**src/rtl/writeback_arbiter_if.sv**
```systemverilog
// writeback_arbiter_if
// Bundles the ALU, load, decode-check and register-file write signals of the
// write-back arbiter.
//   slave  : arbiter side (takes ALU/load/check inputs, drives ready/busy/rf_*/count)
//   master : environment side (drives producers and decode checks)
interface writeback_arbiter_if #(
  parameter int DEPTH = 4
);
  localparam int CW = $clog2(DEPTH) + 1;

  logic          alu_valid;
  logic          alu_ready;
  logic [4:0]    alu_wsel;
  logic [31:0]   alu_wdat;
  logic          ld_issue;
  logic [4:0]    ld_issue_sel;
  logic          ld_valid;
  logic [4:0]    ld_wsel;
  logic [31:0]   ld_wdat;
  logic [4:0]    chk_sel1;
  logic [4:0]    chk_sel2;
  logic          busy1;
  logic          busy2;
  logic          rf_wen;
  logic [4:0]    rf_wsel;
  logic [31:0]   rf_wdat;
  logic [CW-1:0] count;

  modport slave (
    input  alu_valid, alu_wsel, alu_wdat,
    input  ld_issue, ld_issue_sel, ld_valid, ld_wsel, ld_wdat,
    input  chk_sel1, chk_sel2,
    output alu_ready, busy1, busy2, rf_wen, rf_wsel, rf_wdat, count
  );

  modport master (
    output alu_valid, alu_wsel, alu_wdat,
    output ld_issue, ld_issue_sel, ld_valid, ld_wsel, ld_wdat,
    output chk_sel1, chk_sel2,
    input  alu_ready, busy1, busy2, rf_wen, rf_wsel, rf_wdat, count
  );
endinterface

```
**src/rtl/writeback_arbiter.sv**
```systemverilog
// writeback_arbiter
// Owns the single register-file write port. Merges late load returns (highest
// priority) and in-order ALU results (queued in a DEPTH-entry FIFO when they
// lose arbitration) into one registered write per cycle. A 32-bit pending-load
// scoreboard plus FIFO/rf match logic gives decode a per-source busy flag.
// Ports:
//   CLK   - system clock, rising edge
//   nRST  - synchronous active-low reset
//   bus   - writeback_arbiter_if.slave (ALU/load/check inputs, rf_*/busy/ready/count)
// Configuration macro:
//   WB_ARB_BYPASS_EN - when defined, an accepted ALU result may go straight to
//                      rf_* if the FIFO is empty; otherwise every ALU result is
//                      queued first (minimum two-edge latency).
module writeback_arbiter #(
  parameter int DEPTH = 4
) (
  input logic                CLK,
  input logic                nRST,
  writeback_arbiter_if.slave bus
);
  localparam int PW = $clog2(DEPTH);
  localparam int CW = PW + 1;

`ifdef WB_ARB_BYPASS_EN
  localparam bit BYPASS = 1'b1;
`else
  localparam bit BYPASS = 1'b0;
`endif

  logic [4:0]    r_fifo_sel [DEPTH];
  logic [31:0]   r_fifo_dat [DEPTH];
  logic [DEPTH-1:0] r_fifo_vld;
  logic [PW-1:0] r_rd_ptr;
  logic [PW-1:0] r_wr_ptr;
  logic [CW-1:0] r_count;
  logic [31:0]   r_pending;
  logic          r_rf_wen;
  logic [4:0]    r_rf_wsel;
  logic [31:0]   r_rf_wdat;

  logic          w_alu_ready;
  logic          w_alu_take;
  logic          w_ld_take;
  logic          w_fifo_empty;
  logic          w_pop;
  logic          w_direct;
  logic          w_push;
  logic [31:0]   w_pending_nxt;
  logic          w_busy1;
  logic          w_busy2;

  // Ready depends only on registered occupancy, so a same-edge pop never raises it.
  assign w_alu_ready  = (r_count < CW'(DEPTH));
  // Writes to register 0 are accepted/returned but never reach the write port.
  assign w_alu_take   = bus.alu_valid && w_alu_ready && (bus.alu_wsel != 5'd0);
  assign w_ld_take    = bus.ld_valid && (bus.ld_wsel != 5'd0);
  assign w_fifo_empty = (r_count == '0);
  assign w_pop        = !w_ld_take && !w_fifo_empty;
  // Direct path only with an empty FIFO keeps ALU results in acceptance order.
  assign w_direct     = BYPASS && !w_ld_take && w_fifo_empty && w_alu_take;
  assign w_push       = w_alu_take && !w_direct;

  // Clear on return first, then set on issue, so a same-register issue wins.
  always_comb begin
    w_pending_nxt = r_pending;
    if (bus.ld_valid) w_pending_nxt[bus.ld_wsel] = 1'b0;
    if (bus.ld_issue && (bus.ld_issue_sel != 5'd0)) w_pending_nxt[bus.ld_issue_sel] = 1'b1;
  end

  always_comb begin
    w_busy1 = r_pending[bus.chk_sel1] || (r_rf_wen && (r_rf_wsel == bus.chk_sel1));
    w_busy2 = r_pending[bus.chk_sel2] || (r_rf_wen && (r_rf_wsel == bus.chk_sel2));
    for (int i = 0; i < DEPTH; i++) begin
      if (r_fifo_vld[i] && (r_fifo_sel[i] == bus.chk_sel1)) w_busy1 = 1'b1;
      if (r_fifo_vld[i] && (r_fifo_sel[i] == bus.chk_sel2)) w_busy2 = 1'b1;
    end
    if (bus.chk_sel1 == 5'd0) w_busy1 = 1'b0;
    if (bus.chk_sel2 == 5'd0) w_busy2 = 1'b0;
  end

  // FIFO payload needs no reset; validity is tracked by r_fifo_vld/r_count.
  always_ff @(posedge CLK) begin
    if (w_push) begin
      r_fifo_sel[r_wr_ptr] <= bus.alu_wsel;
      r_fifo_dat[r_wr_ptr] <= bus.alu_wdat;
    end
  end

  always_ff @(posedge CLK) begin
    if (!nRST) begin
      r_fifo_vld <= '0;
      r_rd_ptr   <= '0;
      r_wr_ptr   <= '0;
      r_count    <= '0;
      r_pending  <= '0;
      r_rf_wen   <= 1'b0;
      r_rf_wsel  <= '0;
      r_rf_wdat  <= '0;
    end else begin
      r_pending <= w_pending_nxt;
      r_rf_wen  <= w_ld_take || w_pop || w_direct;
      if (w_ld_take) begin
        r_rf_wsel <= bus.ld_wsel;
        r_rf_wdat <= bus.ld_wdat;
      end else if (w_pop) begin
        r_rf_wsel <= r_fifo_sel[r_rd_ptr];
        r_rf_wdat <= r_fifo_dat[r_rd_ptr];
      end else if (w_direct) begin
        r_rf_wsel <= bus.alu_wsel;
        r_rf_wdat <= bus.alu_wdat;
      end
      // Push and pop never target the same slot: pop needs count>0, push needs count<DEPTH.
      if (w_pop) begin
        r_fifo_vld[r_rd_ptr] <= 1'b0;
        r_rd_ptr             <= r_rd_ptr + PW'(1);
      end
      if (w_push) begin
        r_fifo_vld[r_wr_ptr] <= 1'b1;
        r_wr_ptr             <= r_wr_ptr + PW'(1);
      end
      r_count <= r_count + CW'(w_push) - CW'(w_pop);
    end
  end

  assign bus.alu_ready = w_alu_ready;
  assign bus.busy1     = w_busy1;
  assign bus.busy2     = w_busy2;
  assign bus.rf_wen    = r_rf_wen;
  assign bus.rf_wsel   = r_rf_wsel;
  assign bus.rf_wdat   = r_rf_wdat;
  assign bus.count     = r_count;
endmodule

```
**src/flat_wrapper.sv**
```systemverilog
// flat-port wrapper written by rule: the top's interface ports become plain ports
module writeback_arbiter_flat 
#(
  parameter int DEPTH = 4
)
  (CLK, nRST, bus_alu_valid, bus_alu_wsel, bus_alu_wdat, bus_ld_issue, bus_ld_issue_sel, bus_ld_valid, bus_ld_wsel, bus_ld_wdat, bus_chk_sel1, bus_chk_sel2, bus_alu_ready, bus_busy1, bus_busy2, bus_rf_wen, bus_rf_wsel, bus_rf_wdat, bus_count);
  writeback_arbiter_if #(.DEPTH(DEPTH)) bus_i ();
  input logic CLK;
  input logic nRST;
  input wire logic [$bits(bus_i.alu_valid)-1:0] bus_alu_valid;
  input wire logic [$bits(bus_i.alu_wsel)-1:0] bus_alu_wsel;
  input wire logic [$bits(bus_i.alu_wdat)-1:0] bus_alu_wdat;
  input wire logic [$bits(bus_i.ld_issue)-1:0] bus_ld_issue;
  input wire logic [$bits(bus_i.ld_issue_sel)-1:0] bus_ld_issue_sel;
  input wire logic [$bits(bus_i.ld_valid)-1:0] bus_ld_valid;
  input wire logic [$bits(bus_i.ld_wsel)-1:0] bus_ld_wsel;
  input wire logic [$bits(bus_i.ld_wdat)-1:0] bus_ld_wdat;
  input wire logic [$bits(bus_i.chk_sel1)-1:0] bus_chk_sel1;
  input wire logic [$bits(bus_i.chk_sel2)-1:0] bus_chk_sel2;
  output wire logic [$bits(bus_i.alu_ready)-1:0] bus_alu_ready;
  output wire logic [$bits(bus_i.busy1)-1:0] bus_busy1;
  output wire logic [$bits(bus_i.busy2)-1:0] bus_busy2;
  output wire logic [$bits(bus_i.rf_wen)-1:0] bus_rf_wen;
  output wire logic [$bits(bus_i.rf_wsel)-1:0] bus_rf_wsel;
  output wire logic [$bits(bus_i.rf_wdat)-1:0] bus_rf_wdat;
  output wire logic [$bits(bus_i.count)-1:0] bus_count;
  assign bus_i.alu_valid = bus_alu_valid;
  assign bus_i.alu_wsel = bus_alu_wsel;
  assign bus_i.alu_wdat = bus_alu_wdat;
  assign bus_i.ld_issue = bus_ld_issue;
  assign bus_i.ld_issue_sel = bus_ld_issue_sel;
  assign bus_i.ld_valid = bus_ld_valid;
  assign bus_i.ld_wsel = bus_ld_wsel;
  assign bus_i.ld_wdat = bus_ld_wdat;
  assign bus_i.chk_sel1 = bus_chk_sel1;
  assign bus_i.chk_sel2 = bus_chk_sel2;
  assign bus_alu_ready = bus_i.alu_ready;
  assign bus_busy1 = bus_i.busy1;
  assign bus_busy2 = bus_i.busy2;
  assign bus_rf_wen = bus_i.rf_wen;
  assign bus_rf_wsel = bus_i.rf_wsel;
  assign bus_rf_wdat = bus_i.rf_wdat;
  assign bus_count = bus_i.count;
  writeback_arbiter #(.DEPTH(DEPTH)) u_core (.CLK(CLK), .nRST(nRST), .bus(bus_i));
endmodule
```
**config.mk**
```make
export PLATFORM = sky130hd
export DESIGN_NAME = writeback_arbiter_flat
export DESIGN_NICKNAME = d
export VERILOG_FILES = /design/src/rtl/writeback_arbiter_if.sv /design/src/rtl/writeback_arbiter.sv /design/src/flat_wrapper.sv
export SDC_FILE = /design/constraint.sdc
export NUM_CORES = 1
export LEC_CHECK = 0
export CAP_MARGIN = 40
export CORE_ASPECT_RATIO = 0.75
export CORE_MARGIN = 2
export CORE_UTILIZATION = 35
export CTS_CLUSTER_DIAMETER = 100
export CTS_CLUSTER_SIZE = 16
export DETAILED_ROUTE_END_ITERATION = 10
export DONT_BUFFER_PORTS = 1
export HOLD_SLACK_MARGIN = 0.05
export PLACE_DENSITY = 0.5
export SLEW_MARGIN = 20
export SYNTH_ARGS = -nofsm -noshare
export SYNTH_HDL_FRONTEND = slang
export SYNTH_SLANG_ARGS = --single-unit
```
**constraint.sdc**
```tcl
create_clock -name CLK -period 8.4 [get_ports CLK]
set_input_delay 0.84 -clock CLK [delete_from_list [all_inputs] [get_ports CLK]]
set_output_delay 0.84 -clock CLK [all_outputs]
set_load 0.01 [all_outputs]
```
==> flow_metrics.env <==
export IMPL_status="finished, final reports clean"
export IMPL_drcViolationCount=0
export IMPL_postSynthAreaPerCell_um2=14.2
export IMPL_crit_chain="or3_4 -> o31ai_4 -> buf_4 -> nor2b_1 -> ha_1 -> inv_1 -> ha_1 -> inv_1 -> fa_1 -> xnor2_1 -> xnor2_1 -> and2_1"
export IMPL_max_freq_mhz=281
export IMPL_drv_slew=0
export IMPL_row_count=54
export IMPL_clock_sinks=231
export IMPL_syn_area_um2=10200
export IMPL_setup_viol=0
export IMPL_critPathTopFamily="simple AND/OR/NAND/NOR gates"
export IMPL_ys_top_cells_by_area="edfxtp_1, dfxtp_1, mux4_2, mux2i_1, o211a_1"
export IMPL_period_minus_slack_ns=3.55
export IMPL_synth_edff_count=148
export IMPL_start_util_pct=35.4
export IMPL_post_cts_buffers=0
export IMPL_cp_required_ns=8.79
export IMPL_path_buf_inv=3
export IMPL_totalWireLength_um=25100
export IMPL_postSynthNetCount=824
export IMPL_synth_top_area_share_pct=43.4
export IMPL_grt_pass1_wl_um=37900
export IMPL_globalplace_congestion=0.822
export IMPL_place_area_um2=10600
export IMPL_finClkSkew_ns=0.0198
export IMPL_wl_per_cell_um=22.8
export IMPL_post_cts_resized=0
export IMPL_slowest_delay_ns=0.61
export IMPL_slew_headroom_pct=50.4
export IMPL_via_per_inst=5.37
export IMPL_crit_fanout=73
export IMPL_leakage_nw=3.93
export IMPL_synth_ff_type="edfxtp_1"
export IMPL_gr_total_overflow=0
export IMPL_die_w_um=202
export IMPL_io_buffers=0
export IMPL_grt_use_total_pct=16.2
export IMPL_rsz0062_at_grt="false"
export IMPL_num_io_pins=138
export IMPL_root_buffer="clkbuf_16"
export IMPL_core_area_um2=28900
export IMPL_cp_end_kind="flip-flop"
export IMPL_finalSetupTns_ns=0
export IMPL_r2r_slack_ns=5.48
export IMPL_diodes=0
export IMPL_ys_ff_latch=231
export IMPL_die_area_um2=30700
export IMPL_numCtsBuffers=18
export IMPL_power_density_nw_per_um2=260
export IMPL_clockBufferDepth=3
export IMPL_worstSkewPairLatency_ns=0.50
export IMPL_startpoint="bus_ld_wsel[4]"
export IMPL_fin_area_um2=11100
export IMPL_critical_path_class="in -> reg"
export IMPL_hold_path_startpoint="bus_alu_wdat[20]"
export IMPL_vdd_ir_drop_max_mv=0.135
export IMPL_ctsHoldBuffers=0
export IMPL_maxCapViolCount=0
export IMPL_num_vias=5921
export IMPL_place_hpwl_um=16900
export IMPL_firstDrtPassIters=4
export IMPL_fp_dieH_um=152
export IMPL_finalHoldViolCount=0
export IMPL_grt_max_degree=83
export IMPL_syn_inst=719
export IMPL_critPathArrivalTime_ns=3.94
export IMPL_nets=804
export IMPL_fin_crit_sh_pct=42.3
export IMPL_synth_yosys_seq_area_share_pct=59.6
export IMPL_fill_cells=2771
export IMPL_cp_start_kind="input pin"
export IMPL_cts_tree="built"
export IMPL_yosysTopAreaCell="edfxtp_1"
export IMPL_regToRegStartpoint="u_core.bus.count[2]$_SDFF_PN0_"
export IMPL_synth_most_common_cell="edfxtp_1"
export IMPL_synth_distinct_cells=41
export IMPL_cts_htree_levels=1
export IMPL_yosysWarnings=0
export IMPL_hp_class="in -> reg"
export IMPL_grt_pass1_vias=6128
export IMPL_ant_nets=0
export IMPL_drive_above_1_share_pct=13.4
export IMPL_worst_slew_pin_slew_ns=0.743
export IMPL_antenna_found_initial=2
export IMPL_cts_clk_slew_worst_paths_ns=0.08
export IMPL_drt_initial_drc_count=398
export IMPL_synth_top_cells_by_count="edfxtp_1, dfxtp_1, nand2_1"
export IMPL_area_delta_synth_final_pct=8.62
export IMPL_synthArstFlopShare_pct=0
export IMPL_critical_path_slowest_cell="buf_4"
==> layout by cell type, fill, tap and decap left out, drive strengths merged, types with 12 or more instances in the layout <==
master,Yosys,layout
a21boi,32,32
clkbuf,30,29
dfxtp,83,83
edfxtp,148,148
mux2i,43,43
mux4,52,52
nand2,73,73
nor2b,12,12
o211a,35,35
o21ai,34,34
xnor2,14,14
xor2,40,40
==> flip-flops by register name (all words and copies together) (netlist names), named ones only <==
signal	flops
u_core.r_rd_ptr	2
u_core.bus.rf_wen	1
u_core.bus.rf_wsel	5
u_core.r_fifo_vld	4
u_core.r_wr_ptr	2
u_core.r_pending	32
u_core.bus.count	3
u_core.bus.rf_wdat	32
u_core.r_fifo_sel	20
u_core.r_fifo_dat	128
==> per-layer routing <==
layer / vias up / track usage [%] / share of wire, %
met5: - / 0 / 0.040
met2: 220 / 25.3 / 45
met4: 2 / 2.77 / 1.4
met1: 2998 / 21.8 / 44
li1: 2674 / - / -
met3: 27 / 6.27 / 10
==> logic make-up (layout without fill, tap and decap cells) <==
| family | count (synthesis) | after routing | synth area share [%] |
|---|---|---|---|
| fa+ha+maj | 11 | 11 | 1.42 |
| simple gates | 147 | 147 | 7.23 |
| compound gates | 120 | 120 | 8.84 |
| flops | 231 | 231 | 59.6 |
| buf+inv | 58 | 49 | 2.32 |
| mux | 98 | 98 | 16.0 |
| xor+xnor | 54 | 54 | 4.62 |
==> final cells by class <==
| type | count | area [um^2] | share of cell area [%] |
|---|---|---|---|
| Clock buffer | 29 | 492 | 4.42 |
| Clock inverter | 2 | 27.5 | 0.247 |
| Inverter | 9 | 33.8 | 0.304 |
| Multi-Input combinational cell | 430 | 3910 | 35.1 |
| Sequential cell | 231 | 6110 | 54.9 |
| Tap cell | 392 | 490 | 4.41 |
| Timing Repair Buffer | 9 | 65.1 | 0.585 |
==> report_power, final <==
group | switching, mW | leakage (nW) | internal (mW)
clock | 0.399 | 0.248 | 0.408
sequential | 0.102 | 2.03 | 1.34
combinational | 0.320 | 1.65 | 0.326
total | 0.822 | 3.93 | 2.07
==> through the flow <==
| stage | worst slack [ns] | total power, mW | utilization [%] | instances | hold slack (ns) |
|---|---|---|---|---|---|
| after floorplan | 5.04 | 1.98 | - | 719 | 0.452 |
| after global placement | 4.36 | 2.12 | 36.7 | 1070 | 0.474 |
| after detailed placement | 4.33 | 2.13 | 36.7 | 1071 | 0.479 |
| after CTS | 4.85 | 2.94 | 38.5 | 1102 | 0.406 |
| after global routing | 4.62 | 3.05 | 38.5 | 1102 | 0.401 |
| final | 4.85 | 2.89 | 38.5 | 1102 | 0.429 |
==> worst paths after layout <==
check             depth (start not counted)                            endpoint
setup / recovery                         12      u_core.bus.count[2]$_SDFF_PN0_
hold / removal                            0  u_core.r_fifo_dat[2][20]$_DFFE_PP_
setup reg to reg                         11      u_core.bus.count[2]$_SDFF_PN0_
hold reg to reg                           1      u_core.r_pending[0]$_SDFF_PN0_
No activity file was read; power rests on OpenSTA's default activity.
